--- config.mk ---
export PLATFORM = sky130hd
export DESIGN_NAME = deserializador
export DESIGN_NICKNAME = d
export VERILOG_FILES = /design/src/rtl/deserializador.sv
export SDC_FILE = /design/constraint.sdc
export NUM_CORES = 1
export LEC_CHECK = 0
export CORE_MARGIN = 3
export CORE_UTILIZATION = 52
export DETAILED_ROUTE_END_ITERATION = 6
export PLACE_DENSITY = 0.74
export SLEW_MARGIN = 20
export SYNTH_ARGS = -nofsm -noshare
export SYNTH_HDL_FRONTEND = slang
export SYNTH_SLANG_ARGS = --single-unit
--- constraint.sdc ---
create_clock -name clk -period 2.1 [get_ports clk]
set_clock_uncertainty 0.05 [all_clocks]
set_input_delay 0.21 -clock clk [delete_from_list [all_inputs] [get_ports clk]]
set_output_delay 0.21 -clock clk [all_outputs]
set_load 0.05 [all_outputs]
--- src/rtl/deserializador.sv ---
// Serial-to-parallel word recovery: aligns on a repeated COMMA idle word,
// then delivers every non-COMMA word MSB-first with a one-cycle valid strobe.
module deserializador #(
    parameter logic [7:0] COMMA      = 8'hBC,
    parameter int         LOCK_COUNT = 4
) (
    input  logic       clk,
    input  logic       reset_L,
    input  logic       data_in,
    output logic [7:0] data_out,
    output logic       valid_out,
    output logic       active_out
);

    typedef enum logic [1:0] {
        SEARCH,
        LOCKING,
        ACTIVE
    } state_t;

    localparam logic [3:0] LOCK_TARGET = 4'(LOCK_COUNT);

    state_t     state, state_nxt;
    // Only seven bits of history are kept: the eighth bit of the window is data_in itself.
    logic [6:0] sr;
    logic [2:0] bitcnt, bitcnt_nxt;
    logic [3:0] commacnt, commacnt_nxt;
    logic [3:0] cnt_inc;
    logic [7:0] data_nxt;
    logic       valid_nxt;
    logic [7:0] w;
    logic       boundary;
    logic       is_comma;

    assign w          = {sr, data_in};
    assign boundary   = (bitcnt == 3'd7);
    assign is_comma   = (w == COMMA);
    assign cnt_inc    = commacnt + 4'd1;
    assign active_out = (state == ACTIVE);

    always_ff @(posedge clk or negedge reset_L) begin
        if (!reset_L) begin
            state     <= SEARCH;
            sr        <= '0;
            bitcnt    <= '0;
            commacnt  <= '0;
            data_out  <= '0;
            valid_out <= 1'b0;
        end else begin
            state     <= state_nxt;
            sr        <= w[6:0];
            bitcnt    <= bitcnt_nxt;
            commacnt  <= commacnt_nxt;
            data_out  <= data_nxt;
            valid_out <= valid_nxt;
        end
    end

    always_comb begin
        state_nxt    = state;
        bitcnt_nxt   = bitcnt + 3'd1;
        commacnt_nxt = commacnt;
        data_nxt     = data_out;
        valid_nxt    = 1'b0;
        case (state)
            SEARCH: begin
                // A COMMA seen at any offset defines the boundary: the counter restarts from it.
                bitcnt_nxt = 3'd0;
                if (is_comma) begin
                    commacnt_nxt = 4'd1;
                    state_nxt    = LOCKING;
                end
            end
            LOCKING: begin
                if (boundary) begin
                    if (is_comma) begin
                        commacnt_nxt = cnt_inc;
                        if (cnt_inc == LOCK_TARGET) begin
                            state_nxt = ACTIVE;
                        end
                    end else begin
                        commacnt_nxt = 4'd0;
                        state_nxt    = SEARCH;
                    end
                end
            end
            ACTIVE: begin
                if (boundary && !is_comma) begin
                    data_nxt  = w;
                    valid_nxt = 1'b1;
                end
            end
            default: begin
                state_nxt = SEARCH;
            end
        endcase
    end

endmodule

==> flow_summary.json, run 1 <==
{
  "clk_latency_ps": 310,
  "drive_above_1_share_pct": 21.21,
  "pin_count": 13,
  "p_sw_share_pct": 23.01,
  "power.switching_uw": 173.1,
  "worstPathMaxFanout": 9,
  "worst_path_max_delay_cell": "or4b_1",
  "gp_congestion": 0.8015,
  "r2r_slack_ps": 160,
  "nNetsFinal": 107,
  "cts_resized": 0,
  "rows": 15,
  "worstSetupPathType": "flop to flop",
  "hold_viol": 0,
  "cp.arrival_ps": 2100,
  "cts.sinks": 25,
  "hold_slack_ps": 185.5,
  "fin_crit_sh_pct": 92.51,
  "wl_per_cell_um": 14.31,
  "cts_buffers": 3,
  "fmax_mhz": 514.7,
  "internal-power_uw": 579.2,
  "overflow": 0,
  "cts_tree": "yes",
  "worst_r2r_endpoint": "data_out[7]$_DFFE_PN0P_",
  "syn_inst": 80,
  "power.density_mw_per_mm2": 605.5,
  "die_w_um": 50.66,
  "crit_start": "sr[0]$_DFF_PN0_",
  "rr_startpoint": "sr[0]$_DFF_PN0_",
  "rsz0062_at_grt": "false",
  "ys_types": 29,
  "core_mm2": 0.001802,
  "slowest_delay_ps": 550,
  "worst_setup_path_end_kind": "flop",
  "crit_path_start_kind": "flop",
  "p_clk_share_pct": 27.9,
  "grt_pass1_wl_um": 3111,
  "hold_buffers": 0,
  "dp_hpwl_um": 1367,
  "cts_setup_buffers": 0,
  "reg2reg_depth": 4,
  "cts.clk_slew.worst_paths_ps": 130,
  "drt_first_pass_iters": 4,
  "drv_slew": 0,
  "relSlewSlack_pct": 66.04,
  "ys_seq_elements": 25,
  "grt_pass1_vias": 666,
  "drt_iter0_drc": 6,
  "cts_max_path_buffers": 2,
  "fin_util_pct": 68.96,
  "root_buffer": "clkbuf_4",
  "power.leakage_uw": 0.0005878,
  "viasPerCell": 5.323,
  "mappedNetlistNets": 87,
  "wl_um": 1775,
  "worst_pin_slew_ps": 507.8,
  "vias": 660,
  "finalSetupViolCount": 0,
  "comb_power_share_pct": 4.4,
  "antenna_found_initial": 0,
  "critPathBufInv": 0,
  "power_frac_seq_pct": 67.7,
  "path_delay_family": "simple AND/OR/NAND/NOR gates",
  "final_cell_mix": "dfrtp_1 (25), clkdlybuf4s50_1 (11), mux2_2 (8), inv_1 (6)",
  "ys_seq_area_share_pct": 60.31,
  "outcome": "completed",
  "min_period_ps": 1943,
  "maxCapViolations": 0,
  "hp-class": "input port to async pin",
  "avgSynthCellArea_um2": 12.97,
  "cp.depth": 4,
  "start_util_pct": 57.57,
  "postRouteAntennaNets": 0,
  "final_common_cell": "dfrtp_1",
  "n_antenna_cell": 0,
  "syn_area_mm2": 0.001037,
  "die_y_um": 50.66,
  "port_buffers": 12,
  "cp.required_ps": 2260,
  "crit_chain": "or4b_1 > or2_4 > nand3_4 > mux2_2",
  "total_power_uw": 752.3,
  "crit_end": "data_out[7]$_DFFE_PN0P_",
  "fp.dieArea_mm2": 0.002566,
  "yosys_warnings": 0,
  "drc_errors": 0,
  "vdd_drop_max_mv": 0.4305,
  "grt_max_degree": 26,
  "area_delta_synth_final_pct": 19.78,
  "htreeDepth": 1,
  "grt_usage_pct": 16.10
}
[worst min path at each step]
stage                              endpoint  slack (ps)  depth (start not counted)
finish              commacnt[3]$_DFFE_PN0P_         190                          2
global route        commacnt[3]$_DFFE_PN0P_         190                          2
CTS                 commacnt[3]$_DFFE_PN0P_         200                          2
detailed placement          sr[6]$_DFF_PN0_         340                          0
global placement            sr[6]$_DFF_PN0_         340                          0
floorplan               bitcnt[0]$_DFF_PN0_        -140                          0
[through the flow]
step	cell area, um^2	setup TNS [ps]	worst slack, ps	instances
finish	1242	0	157.3	124
global route	1242	0	88.81	124
CTS	1242	0	149.0	124
detailed placement	1215	-134.4	-33.62	120
global placement	1215	0	14.55	120
floorplan	1040	0	259.8	80
[per-layer routing]
layer | wire [um] | GRT usage (%)
met3 | 55 | 2.967
met4 | 6 | 5.381
met2 | 900 | 26.09
met5 | 0 | 0
met1 | 811 | 21.71
[flip-flops by register name, summed over array words and instances, names as in the netlist]
| name | count |
|---|---|
| sr | 7 |
| data_out | 8 |
| state | 2 |
| commacnt | 4 |
| valid_out | 1 |
| bitcnt | 3 |
[cell usage after synthesis (all sizes together)]
library cell	number	area share, %
o21ai	2	0.97
nand2b	1	0.60
nand4b	1	0.84
and3	1	0.60
nand3	2	2.2
o221ai	1	0.84
nand4	1	0.60
o22ai	2	1.2
nor2	5	1.8
ha	4	4.8
a32oi	1	0.84
or2	1	0.84
inv	6	2.2
or4b	1	0.97
dfrtp	25	60
a2bb2oi	1	0.84
mux2	8	8.7
clkbuf	1	0.36
and4	1	0.84
o2bb2ai	1	0.84
xnor2	1	0.84
nor2b	5	3.0
a21oi	1	0.48
a31o	1	0.84
a32o	1	0.97
o31ai	1	0.72
o32ai	1	0.84
nand2	3	1.1
[cells by family after synthesis]
group | Yosys count | synth area share [%]
simple gates | 22 | 13.39
xor+xnor | 1 | 0.8445
mux | 8 | 8.686
flops | 25 | 60.31
buf+inv | 7 | 2.533
fa+ha+maj | 4 | 4.825
compound gates | 13 | 9.410
[power by group through the flow]
| stage | combinational, uW | sequential [uW] | clock (uW) |
|---|---|---|---|
| after floorplan | 19.1 | 510 | 0 |
| after global placement | 33.6 | 518 | 0 |
| after detailed placement | 34.0 | 519 | 0 |
| after CTS | 34.3 | 509 | 215 |
| after global routing | 38.1 | 512 | 240 |
| final | 32.9 | 510 | 210 |
[layout make-up]
type | instances | area (um^2)
Sequential cell | 25 | 625.6
Fill cell | 145 | 559.3
Multi-Input combinational cell | 48 | 387.9
Timing Repair Buffer | 16 | 147.6
Tap cell | 25 | 31.28
Clock buffer | 3 | 22.52
Inverter | 6 | 22.52
Clock inverter | 1 | 5.005
Power figures use the tool's default switching activity.
==> run 2: changes to the inputs <==
--- a/config.mk
+++ b/config.mk
@@ -6,9 +6,9 @@
 export NUM_CORES = 1
 export LEC_CHECK = 0
 export CORE_MARGIN = 3
-export CORE_UTILIZATION = 52
+export CORE_UTILIZATION = 56
 export DETAILED_ROUTE_END_ITERATION = 6
-export PLACE_DENSITY = 0.74
+export PLACE_DENSITY = 0.78
 export SLEW_MARGIN = 20
 export SYNTH_ARGS = -nofsm -noshare
 export SYNTH_HDL_FRONTEND = slang
==> constraint.sdc (replaced) <==
create_clock -name clk -period 2.25 [get_ports clk]
set_clock_uncertainty 0.05 [all_clocks]
set_input_delay 0.225 -clock clk [delete_from_list [all_inputs] [get_ports clk]]
set_output_delay 0.225 -clock clk [all_outputs]
set_load 0.05 [all_outputs]
==> run 2 against run 1 <==
Critical path depth is the same. Largest power group unchanged. Register-to-register slack better by 120 ps. Sequential share of layout area grew 1.1 points. Routed wire length rose by 3.5%.
==> flow_summary.json, run 2 (synthesis gave the netlist of run 1 again) <==
{
  "grt_pass1_wl_um": 3222,
  "power.density_mw_per_mm2": 572.8,
  "pin_count": 13,
  "cp.required_ps": 2410,
  "wl_per_cell_um": 15.32,
  "cts.clk_slew.worst_paths_ps": 130,
  "final_common_cell": "dfrtp_1",
  "fin_setup_tns_ps": 0,
  "worst_setup_path_end_kind": "flop",
  "drt_iter0_drc": 2,
  "hp-class": "input port to async pin",
  "overflow": 0,
  "critPathBufInv": 0,
  "drv_slew": 0,
  "cts_tree": "yes",
  "grt_max_degree": 26,
  "nNetsFinal": 104,
  "cts_setup_buffers": 0,
  "rows": 14,
  "largest_reg_flops": 8,
  "crit_path_start_kind": "flop",
  "slowest_delay_ps": 570,
  "grt_usage_pct": 17.79,
  "top_register": "data_out",
  "fin_crit_sh_pct": 87.80,
  "antenna_found_initial": 0,
  "clk_latency_ps": 310,
  "worstPathMaxFanout": 9,
  "die_w_um": 49.04,
  "drive_above_1_share_pct": 17.71,
  "final_cell_mix": "dfrtp_1 (25), clkdlybuf4s50_1 (11), mux2_2 (8), inv_1 (6)",
  "dp_hpwl_um": 1359,
  "cts_buffers": 3,
  "vdd_drop_max_mv": 0.4749,
  "top_layer": "met4",
  "port_buffers": 12,
  "postRouteAntennaNets": 0,
  "worst_pin_slew_ps": 505.7,
  "htreeDepth": 1,
  "crit_chain": "or4b_1 > or2_4 > nand3_4 > mux2_2",
  "wl_um": 1838,
  "maxCapViolations": 0,
  "fp.dieArea_mm2": 0.002404,
  "gp_congestion": 0.7802,
  "rsz0062_at_grt": "false",
  "n_fill_cell": 119,
  "cts_resized": 0,
  "drc_errors": 0,
  "worst_slack_ps": 274.5,
  "core_mm2": 0.001629,
  "start_util_pct": 63.67,
  "worstSetupPathType": "flop to flop",
  "root_buffer": "clkbuf_4",
  "met3WireLength_um": 65,
  "hold_slack_ps": 204.1,
  "hold_buffers": 0,
  "top_regs": "data_out: 8 flops, sr: 7 flops, commacnt: 4 flops",
  "fmax_mhz": 506.2,
  "cts.sinks": 25,
  "area_delta_synth_final_pct": 17.25,
  "n_antenna_cell": 0,
  "worst_path_max_delay_cell": "or4b_1",
  "dpl_worst_slack_ps": 30.39,
  "die_y_um": 49.04,
  "viasPerCell": 5.708,
  "path_delay_family": "simple AND/OR/NAND/NOR gates",
  "grt_pass1_vias": 683,
  "relSlewSlack_pct": 66.18,
  "hold_viol": 0,
  "wl_met1_um": 795,
  "finalSetupViolCount": 0,
  "power.leakage_uw": 0.0005733,
  "min_period_ps": 1975,
  "vias": 685,
  "drt_first_pass_iters": 4,
  "cts_max_path_buffers": 2,
  "cp.arrival_ps": 2140,
  "wl_met2_um": 941,
  "outcome": "completed"
}
[run 2: per-stage QoR]
step / utilization (%) / cells / area [um^2] / total power, uW
floorplan: - / 80 / 1037 / 493.2
global placement: 72.96 / 116 / 1189 / 512.1
detailed placement: 72.96 / 116 / 1189 / 514.3
CTS: 74.65 / 120 / 1216 / 705.0
global route: 74.65 / 120 / 1216 / 731.5
finish: 74.65 / 120 / 1216 / 696.6
[run 2: final timing paths]
check | start | endpoint | slack (ps) | depth (start not counted)
max | sr[0]$_DFF_PN0_ | data_out[5]$_DFFE_PN0P_ | 270 | 4
min | reset_L | commacnt[3]$_DFFE_PN0P_ | 200 | 2
max reg2reg | sr[0]$_DFF_PN0_ | data_out[5]$_DFFE_PN0P_ | 270 | 4
min reg2reg | sr[4]$_DFF_PN0_ | sr[5]$_DFF_PN0_ | 360 | 0
max in group asynchronous | reset_L | commacnt[1]$_DFFE_PN0P_ | 1710 | 2
min in group clk | data_in | sr[0]$_DFF_PN0_ | 350 | 1
[run 2: final cells by class]
class | count | area, um^2 | share of cell area [%]
repair buffers | 13 | 125.1 | 10.29
inverters | 6 | 22.52 | 1.852
flip-flops and latches | 25 | 625.6 | 51.44
well taps | 24 | 30.03 | 2.469
multi-input cells | 48 | 385.4 | 31.69
clock buffers | 3 | 22.52 | 1.852
clock inverters | 1 | 5.005 | 0.4115
[run 2: power by group]
group | internal [uW] | switching [uW]
combinational | 11.3 | 17.9
sequential | 461 | 14.2
clock | 66.4 | 125
total | 539 | 158
[run 2: worst reg2reg max path: cells and delay by family, from the launching register on]
| kind | cells | cell delay (ps) |
|---|---|---|
| AND/OR/NAND/NOR | 3 | 1030 |
| flip-flops | 1 | 440 |
| multiplexers | 1 | 360 |
[run 2: routing by layer]
layer	vias to the layer above	track usage, %
li1	319	-
met1	344	21.57
met2	18	30.54
met3	4	3.058
met4	0	8.531
met5	-	0
